**config.mk**
```make
export PLATFORM = sky130hd
export DESIGN_NAME = timer_controller
export DESIGN_NICKNAME = d
export VERILOG_FILES = /design/src/rtl/timer_pkg.sv /design/src/rtl/timer_controller_edge_detect.sv /design/src/rtl/timer_controller.sv
export SDC_FILE = /design/constraint.sdc
export NUM_CORES = 1
export LEC_CHECK = 0
export ABC_AREA = 1
export CAP_MARGIN = 20
export CORE_UTILIZATION = 60
export CTS_CLUSTER_DIAMETER = 200
export DETAILED_ROUTE_END_ITERATION = 8
export PLACE_DENSITY = 0.81
export SLEW_MARGIN = 20
export SYNTH_ARGS = -nofsm -noshare
export SYNTH_HDL_FRONTEND = slang
export SYNTH_SLANG_ARGS = --single-unit
```
**constraint.sdc**
```tcl
create_clock -name clock -period 2.69 [get_ports clock]
set_clock_uncertainty 0.05 [all_clocks]
set_input_delay 0.269 -clock clock [delete_from_list [all_inputs] [get_ports clock]]
set_output_delay 0.269 -clock clock [all_outputs]
set_load 0.1 [all_outputs]
```
**src/rtl/timer_pkg.sv**
```systemverilog
// Shared types and constants for the countdown timer controller.
package timer_pkg;

  localparam int SEC_W               = 6;
  localparam int DEFAULT_MAX_SECONDS = 59;

  typedef enum logic [1:0] {
    IDLE  = 2'd0,
    RUN   = 2'd1,
    PAUSE = 2'd2,
    DONE  = 2'd3
  } timer_state_t;

  // Preset limited to the largest loadable value.
  function automatic logic [SEC_W-1:0] clamp_seconds(
    input logic [SEC_W-1:0] s,
    input logic [SEC_W-1:0] max_s
  );
    return (s > max_s) ? max_s : s;
  endfunction

endpackage

```
**src/rtl/timer_controller_edge_detect.sv**
```systemverilog
// edge_detect: 1-bit rising-edge detector.
//   clock, rst_n : clock, async active-low reset
//   d            : level input
//   rise         : d & ~prev; prev resets to 1 so a level held through reset never fires
module edge_detect (
  input  logic clock,
  input  logic rst_n,
  input  logic d,
  output logic rise
);

  logic prev;

  always_ff @(posedge clock or negedge rst_n) begin
    if (!rst_n) prev <= 1'b1;
    else        prev <= d;
  end

  assign rise = d & ~prev;

endmodule

```
**src/rtl/timer_controller.sv**
```systemverilog
// timer_controller: countdown timer sequencer with internal one-second tick.
//   clock, rst_n          : system clock, async active-low reset
//   seconds               : countdown preset (clamped to MAX_SECONDS)
//   start, pause, restart : debounced button levels
//   count                 : remaining seconds
//   running/paused/expired: state flags (RUN/PAUSE/DONE)
//   alarm                 : high for the first ALARM_TICKS ticks of DONE
//   tick                  : one-cycle pulse on each prescaler wrap
module timer_controller
  import timer_pkg::*;
#(
  parameter int TICK_DIV    = 100_000_000,
  parameter int MAX_SECONDS = DEFAULT_MAX_SECONDS,
  parameter int ALARM_TICKS = 5
) (
  input  logic             clock,
  input  logic             rst_n,
  input  logic [SEC_W-1:0] seconds,
  input  logic             start,
  input  logic             pause,
  input  logic             restart,
  output logic [SEC_W-1:0] count,
  output logic             running,
  output logic             paused,
  output logic             expired,
  output logic             alarm,
  output logic             tick
);

  localparam int PW = $clog2(TICK_DIV);
  localparam int AW = $clog2(ALARM_TICKS + 1);

  localparam logic [PW-1:0]    TICK_LAST = PW'(TICK_DIV - 1);
  localparam logic [AW-1:0]    ALARM_MAX = AW'(ALARM_TICKS);
  localparam logic [SEC_W-1:0] MAX_V     = SEC_W'(MAX_SECONDS);

  timer_state_t     state;
  logic [PW-1:0]    presc;
  logic [AW-1:0]    alarm_cnt;
  logic [SEC_W-1:0] load_val;
  logic             start_rise;
  logic             pause_rise;
  logic             restart_rise;

  edge_detect u_start_ed (
    .clock (clock),
    .rst_n (rst_n),
    .d     (start),
    .rise  (start_rise)
  );

  edge_detect u_pause_ed (
    .clock (clock),
    .rst_n (rst_n),
    .d     (pause),
    .rise  (pause_rise)
  );

  edge_detect u_restart_ed (
    .clock (clock),
    .rst_n (rst_n),
    .d     (restart),
    .rise  (restart_rise)
  );

  assign load_val = clamp_seconds(seconds, MAX_V);

  assign tick    = (presc == TICK_LAST) && ((state == RUN) || (state == DONE));
  assign running = (state == RUN);
  assign paused  = (state == PAUSE);
  assign expired = (state == DONE);
  assign alarm   = (state == DONE) && (alarm_cnt < ALARM_MAX);

  always_ff @(posedge clock or negedge rst_n) begin
    if (!rst_n) begin
      state     <= IDLE;
      count     <= '0;
      presc     <= '0;
      alarm_cnt <= '0;
    end else if (restart_rise) begin
      state     <= IDLE;
      count     <= load_val;
      presc     <= '0;
      alarm_cnt <= '0;
    end else begin
      case (state)
        IDLE: begin
          count     <= load_val;
          presc     <= '0;
          alarm_cnt <= '0;
          if (start_rise) begin
            state <= (load_val == '0) ? DONE : RUN;
          end
        end

        RUN: begin
          // A tick coinciding with a pause edge is still consumed, so the
          // paused prescaler never sits past its wrap point.
          if (tick) begin
            presc <= '0;
            if (count == SEC_W'(1)) begin
              count <= '0;
              state <= DONE;
            end else begin
              count <= count - 1'b1;
              if (pause_rise) state <= PAUSE;
            end
          end else if (pause_rise) begin
            state <= PAUSE;
          end else begin
            presc <= presc + 1'b1;
          end
        end

        PAUSE: begin
          if (pause_rise || start_rise) state <= RUN;
        end

        DONE: begin
          count <= '0;
          if (tick) begin
            presc <= '0;
            if (alarm_cnt < ALARM_MAX) alarm_cnt <= alarm_cnt + 1'b1;
          end else begin
            presc <= presc + 1'b1;
          end
        end

        default: state <= IDLE;
      endcase
    end
  end

endmodule

```
# --- Yosys cells after proc, flatten, opt, wreduce, memory -nomap -nowiden ---
# Index checks and enable logic that the tools add are counted.
op_classes:
  add_sub_neg: 3
  magnitude_cmp: 2
  n_eq_ne: 11
  n_mux: 22
  n_bitwise: 6
  reduce_logical: 13
op_table:
  columns: ["cell", "n"]
  rows:
  - ["27-bit two-way mux", 4]
  - ["27-bit case mux with 3 select lines", 1]
  - ["27-bit by 1-bit adder with 27-bit output, second input constant", 1]
  - ["27-bit == test, second input constant", 1]
  - ["6-bit two-way mux", 4]
  - ["6-bit case mux with 3 select lines", 1]
  - ["2-bit two-way mux", 7]
  - ["3-bit by 1-bit != test with 1-bit output, second input constant", 4]
  - ["3-bit two-way mux", 3]
  - ["4-bit nonzero test", 2]
  - ["6-bit by 1-bit == test with 1-bit output, second input constant", 1]
  - ["6-bit > comparator, second input constant", 1]
  - ["6-bit logical NOT", 1]
  - ["2-bit case mux with 3 select lines", 1]
  - ["3-bit case mux with 2 select lines", 1]
  - ["3-bit AND reduction", 2]
  - ["6-bit by 1-bit subtractor with 6-bit output, second input constant", 1]
  - ["2-bit == test, second input constant", 2]
  - ["4-bit by 3-bit != test with 1-bit output, second input constant", 1]
  - ["2-bit AND reduction", 2]
  - ["3-bit by 1-bit adder with 3-bit output, second input constant", 1]
  - ["1-bit AND", 3]
  - ["3-bit less-than comparator, second input constant", 1]
  - ["3-bit != test, second input constant", 1]
  - ["other kinds (6)", 10]
totals:
  reg_bits: 41
  output_inout_bits: 11

# --- Depth between registers and ports, before layout ---
logic_depth:
  word_depth: 7
  depth_mapped: 14
  ltp_nobuf: 13

# --- Hierarchy ---
# Synthesis repeated with hierarchy kept, for this count alone.
hier_totals:
  hier_cells: 495
  hier_area_um2: 3240.6
modules_own_cells:
  columns: ["module", "n_inst", "cells_each", "area_per_inst_um2", "seq_area_each_um2"]
  rows:
  - ["timer_controller", 1, 486, 3131.8, 950.9]
  - ["edge_detect", 3, 3, 36.3, 26.3]

# --- Worst setup path after synthesis ---
# OpenSTA, ideal clock, no wires.
synth_path:
  path_type: "flip-flop to output port"
  from: "register state[1]"
  to: "output port tick"
  arrival_ns: 3.057
  required_time_ns: 2.371
  setup_slack_ns: -0.686
  stages_incl_launch_ff: 6
  n_path_buf: 1
  path_cell_list: "dfrtp_1 inv_1 ha_1 nor2_2 clkbuf_1 nor2_1"
synth_between:
  elab_chain_cells: 3
synth_rtl:
  columns: ["element", "line_no", "text"]
  rows:
  - ["start: declaration", "timer_controller.sv:37", "timer_state_t state;"]
  - ["start signal: assignment", "timer_controller.sv:92", "state <= (load_val == '0) ? DONE : RUN;"]
  - ["2-bit by 1-bit == test with 1-bit output", null, null]
  - ["named net running", "timer_controller.sv:23", "output logic running,"]
  - ["1-bit logical OR", "timer_controller.sv:68", "assign tick = (presc == TICK_LAST) && ((state == RUN) || (state == DONE));"]
  - ["1-bit logical AND", "timer_controller.sv:68", null]
  - ["end: declaration", "timer_controller.sv:27", "output logic tick"]
# The timed path passes the listed nets, and every way through them passes these cells.

# --- Worst setup path after layout ---
layout_path:
  from: "register presc[0]"
  to: "register presc[24]"
layout_between:
  elab_chain_cells: 5
layout_rtl:
  columns: ["element", "line_no", "text"]
  rows:
  - ["start: declaration", "timer_controller.sv:38", "logic [PW-1:0] presc;"]
  - ["start signal: assignment", "timer_controller.sv:111", "presc <= presc + 1'b1;"]
  - ["start signal: assignment", "timer_controller.sv:125", "presc <= presc + 1'b1;"]
  - ["27-bit by 1-bit adder with 27-bit output or 27-bit == test (tied branches)", "timer_controller.sv:111, timer_controller.sv:125, timer_controller.sv:68", null]
  - ["27-bit two-way mux or 1-bit logical AND (tied branches)", "timer_controller.sv:108, timer_controller.sv:68", null]
  - ["27-bit two-way mux, on equally long branches", "timer_controller.sv:99, timer_controller.sv:121", null]
  - ["27-bit case mux with 3 select lines", "timer_controller.sv:86", "case (state)"]
  - ["27-bit two-way mux", "timer_controller.sv:80", "end else if (restart_rise) begin"]
# Parallel ways exist; a longest one is shown, timed or not. The select of a mux whose other input is x is not followed.
# A chain may end at the register's enable or synchronous reset.

==> reports/results.tsv <==
stage	metric	value	unit
status	status	complete, no violations	
grt	GRT Overall Usage	0.3279	
timing	final setup fails	0	
clock_network	CTS clk-pin slew, worst paths	0.09	ns
timing	Tcrit/Tclk final	0.8506	
clock_network	clk buf depth	2	
worst_setup_path	CP Launch Type	flip-flop	
drt	Wirelength per Cell	14.15	um
synth	number of synthesized register bits	41	
grt	vias in the first global route	2963	
place	I/O Buffers	21	
layout	Area Overhead vs Synth	11.85	%
place	Post-Place Setup Slack	0.3282	ns
timing	max-slew violation count	0	
grt	grt ovf	0	
timing	final hold violation count	0	
drt	Residual DRC	0	
power	PwrDens	811.3	nW/um2
worst_setup_path	Reg2Reg Launch Point	presc[0]	
worst_setup_path	R2R setup slack	0.40	ns
layout	# fillers	438	
clock_network	clock root cell	clkbuf_8	
timing	Worst Max-Slew Pin Slew	0.9324	ns
synth	dominant cell type by area after synthesis	dfrtp_1	
drt	DRT iter0 DRCs	297	
worst_setup_path	critical path required time	2.85	ns
clock_network	postcts setup bufs	0	
power	Leak Pwr	1.615	nW
clock_network	latest clock arrival within the worst-skew pair	0.31	ns
place	HPWL Detailed	6105	um
floorplanning	Die X-Extent	74.06	um
grt	largest net degree at the start of global routing	42	
synth	top cell type's share of synthesized area	0.3052	
timing	max_slew headroom	0.3784	
drt	DRT Pass-1 Iters	5	
floorplanning	Die ar.	5485	um2
worst_setup_path	Critical Path Fanout Max	38	
clock_network	Num CTS Buffers	5	
clock_network	clk sinks	41	
drt	final WL	8139	um
clock_network	post-cts resize count	0	
synth	Ys Warns	0	
synth	Synth Instances	483	
synth	Synth cell types	32	
floorplanning	starting density of the core	0.6426	
hold_path	Tightest Hold Check Type	primary input to async pin	
worst_setup_path	reg-to-reg endpoint	presc[24]	
layout	final non-filler cell total	575	
layout	area of the multi-input gates	1813	um2
synth	sequential share of the synthesized area	0.3305	
drt	Via Count	3192	
timing	Final min period	2.288	ns
worst_setup_path	Setup crit end kind	flip-flop	
clock_network	CTS HTree Levels	2	
timing	Highest Clock Rate	0.4371	GHz
grt	first-pass GRT wire length	13470	um
clock_network	hold_buf cts	0	
layout	most common cell after layout, fill and taps aside	nand2_1	
run	Max-Cap Viols	0	
drt	Vias per Instance	5.551	
worst_setup_path	r2r worst-path depth	12	
floorplanning	Cell Rows	25	
layout	leading cell types in the layout, fill and taps excluded	nand2_1, nor2_1, nand3_1, inv_1, dfrtp_1	
timing	RSZ-0062 raised after global routing	no	
worst_setup_path	kind of critical path	flip-flop to flip-flop	
floorplanning	Placeable Area	4848	um2
layout	# nets final	526	
floorplanning	# IOs	22	
timing	hold_ws	0.04423	ns
synth	Syn Area/Cell	6.450	um2
timing	final worst setup slack	0.4020	ns
worst_setup_path	crit path DAT	2.44	ns
synth	synth top area cells	dfrtp_1, nand2_1, nand3_1	
place	placed cell count	567	
floorplanning	die height	74.06	um
grt	initial antenna violation count	0	
layout	Inserted Diodes	0	
layout	final core occ	0.7187	
power	Max rail drop VDD	672.0	uV
synth	Synthesized Nets	502	
synth	synthesized area	3115	um2
clock_network	CTS tree	done	
layout	Storage cell area	1030	um2
layout	layout cells sized above 1	0.1043	
drt	Routed Antenna Nets	0	
place	RD Place Congestion	0.9486	
==> state kept, by name (all words and copies together), names as in the netlist <==
name and count:
u_pause_ed.prev 1, count 6, alarm_cnt 3, u_start_ed.prev 1, presc 27, u_restart_ed.prev 1, state 2
==> power breakdown <==
group          internal (mW)  leakage (nW)  total [mW]  switching (mW)
Combinational          0.361          1.01        1.54            1.18
Clock                  0.303        0.0585       0.523           0.221
Sequential             0.696         0.546       0.768          0.0714
==> metal layers <==
metal | GRT usage | vias to the layer above | wire (um)
met5 | 0 | - | 0
li1 | - | 1589 | -
met4 | 0.1410 | 0 | 229
met3 | 0.05962 | 26 | 574
met1 | 0.4192 | 1437 | 3501
met2 | 0.5444 | 140 | 3834
==> final cells by class <==
cell class,instances,area share
multi-input cells,379,0.5203
clock inverters,1,0.008618
clock buffers,7,0.02478
repair buffers,29,0.07181
inverters,51,0.05494
flip-flops and latches,41,0.2955
well taps,67,0.02406
==> Yosys cell counts <==
| master | instances |
|---|---|
| nand2_1 | 141 |
| nor2_1 | 81 |
| nand3_1 | 66 |
| inv_1 | 50 |
| dfrtp_1 | 38 |
| o21ai_0 | 24 |
| nand4_1 | 12 |
| ha_1 | 8 |
| a21oi_1 | 6 |
| xor2_1 | 6 |
| buf_2 | 5 |
| nor3_1 | 5 |
| or2_2 | 5 |
| nand2_2 | 4 |
| nand2_4 | 4 |
| nor2_4 | 4 |
| clkbuf_1 | 3 |
| dfstp_2 | 3 |
| nor2_2 | 3 |
| a22oi_1 | 2 |
| o21bai_1 | 2 |
| a31oi_1 | 1 |
| a41oi_1 | 1 |
| buf_1 | 1 |
| buf_12 | 1 |
| buf_6 | 1 |
| buf_8 | 1 |
| inv_2 | 1 |
| nor3b_1 | 1 |
| o211ai_1 | 1 |
| o21a_1 | 1 |
| xnor2_1 | 1 |
==> worst max-delay path, cell delays in order, from the launching register on <==
cell     delay, ns
dfrtp_1       0.41
ha_1          0.29
inv_2         0.08
nor2_4        0.18
nand2_4       0.10
nor2_4        0.12
nand2_2       0.10
nand2_4       0.09
nand2_4       0.19
nand2_4       0.36
nand2_1       0.10
nand2_1       0.08
inv_1         0.04
==> how the worst max path moves through the flow <==
stage	depth (start not counted)	endpoint	start
floorplan	5	tick	state[1]
global placement	10	alarm_cnt[0]	restart
detailed placement	10	presc[24]	restart
CTS	13	presc[24]	presc[0]
global route	13	presc[24]	presc[0]
finish	12	presc[24]	presc[0]
==> cell families (layout without fill, tap and decap cells) <==
logic type	after synthesis	in the layout	share of synthesized area
flip-flops	41	41	0.3305
buffers and inverters	63	88	0.08915
adder cells (fa/ha/maj)	8	8	0.03213
AO/OA/AOI/OAI	38	38	0.06747
AND/OR/NAND/NOR	326	326	0.4610
XOR/XNOR	7	7	0.01968
==> metrics by stage <==
stage / setup TNS (ns) / power [mW] / instance area, um2
global route: 0 / 2.993 / 3485
detailed placement: 0 / 2.295 / 3368
floorplan: -0.2324 / 1.990 / 3120
finish: 0 / 2.827 / 3485
CTS: 0 / 2.824 / 3485
global placement: 0 / 2.280 / 3368
(Power assumes the default switching activity.)
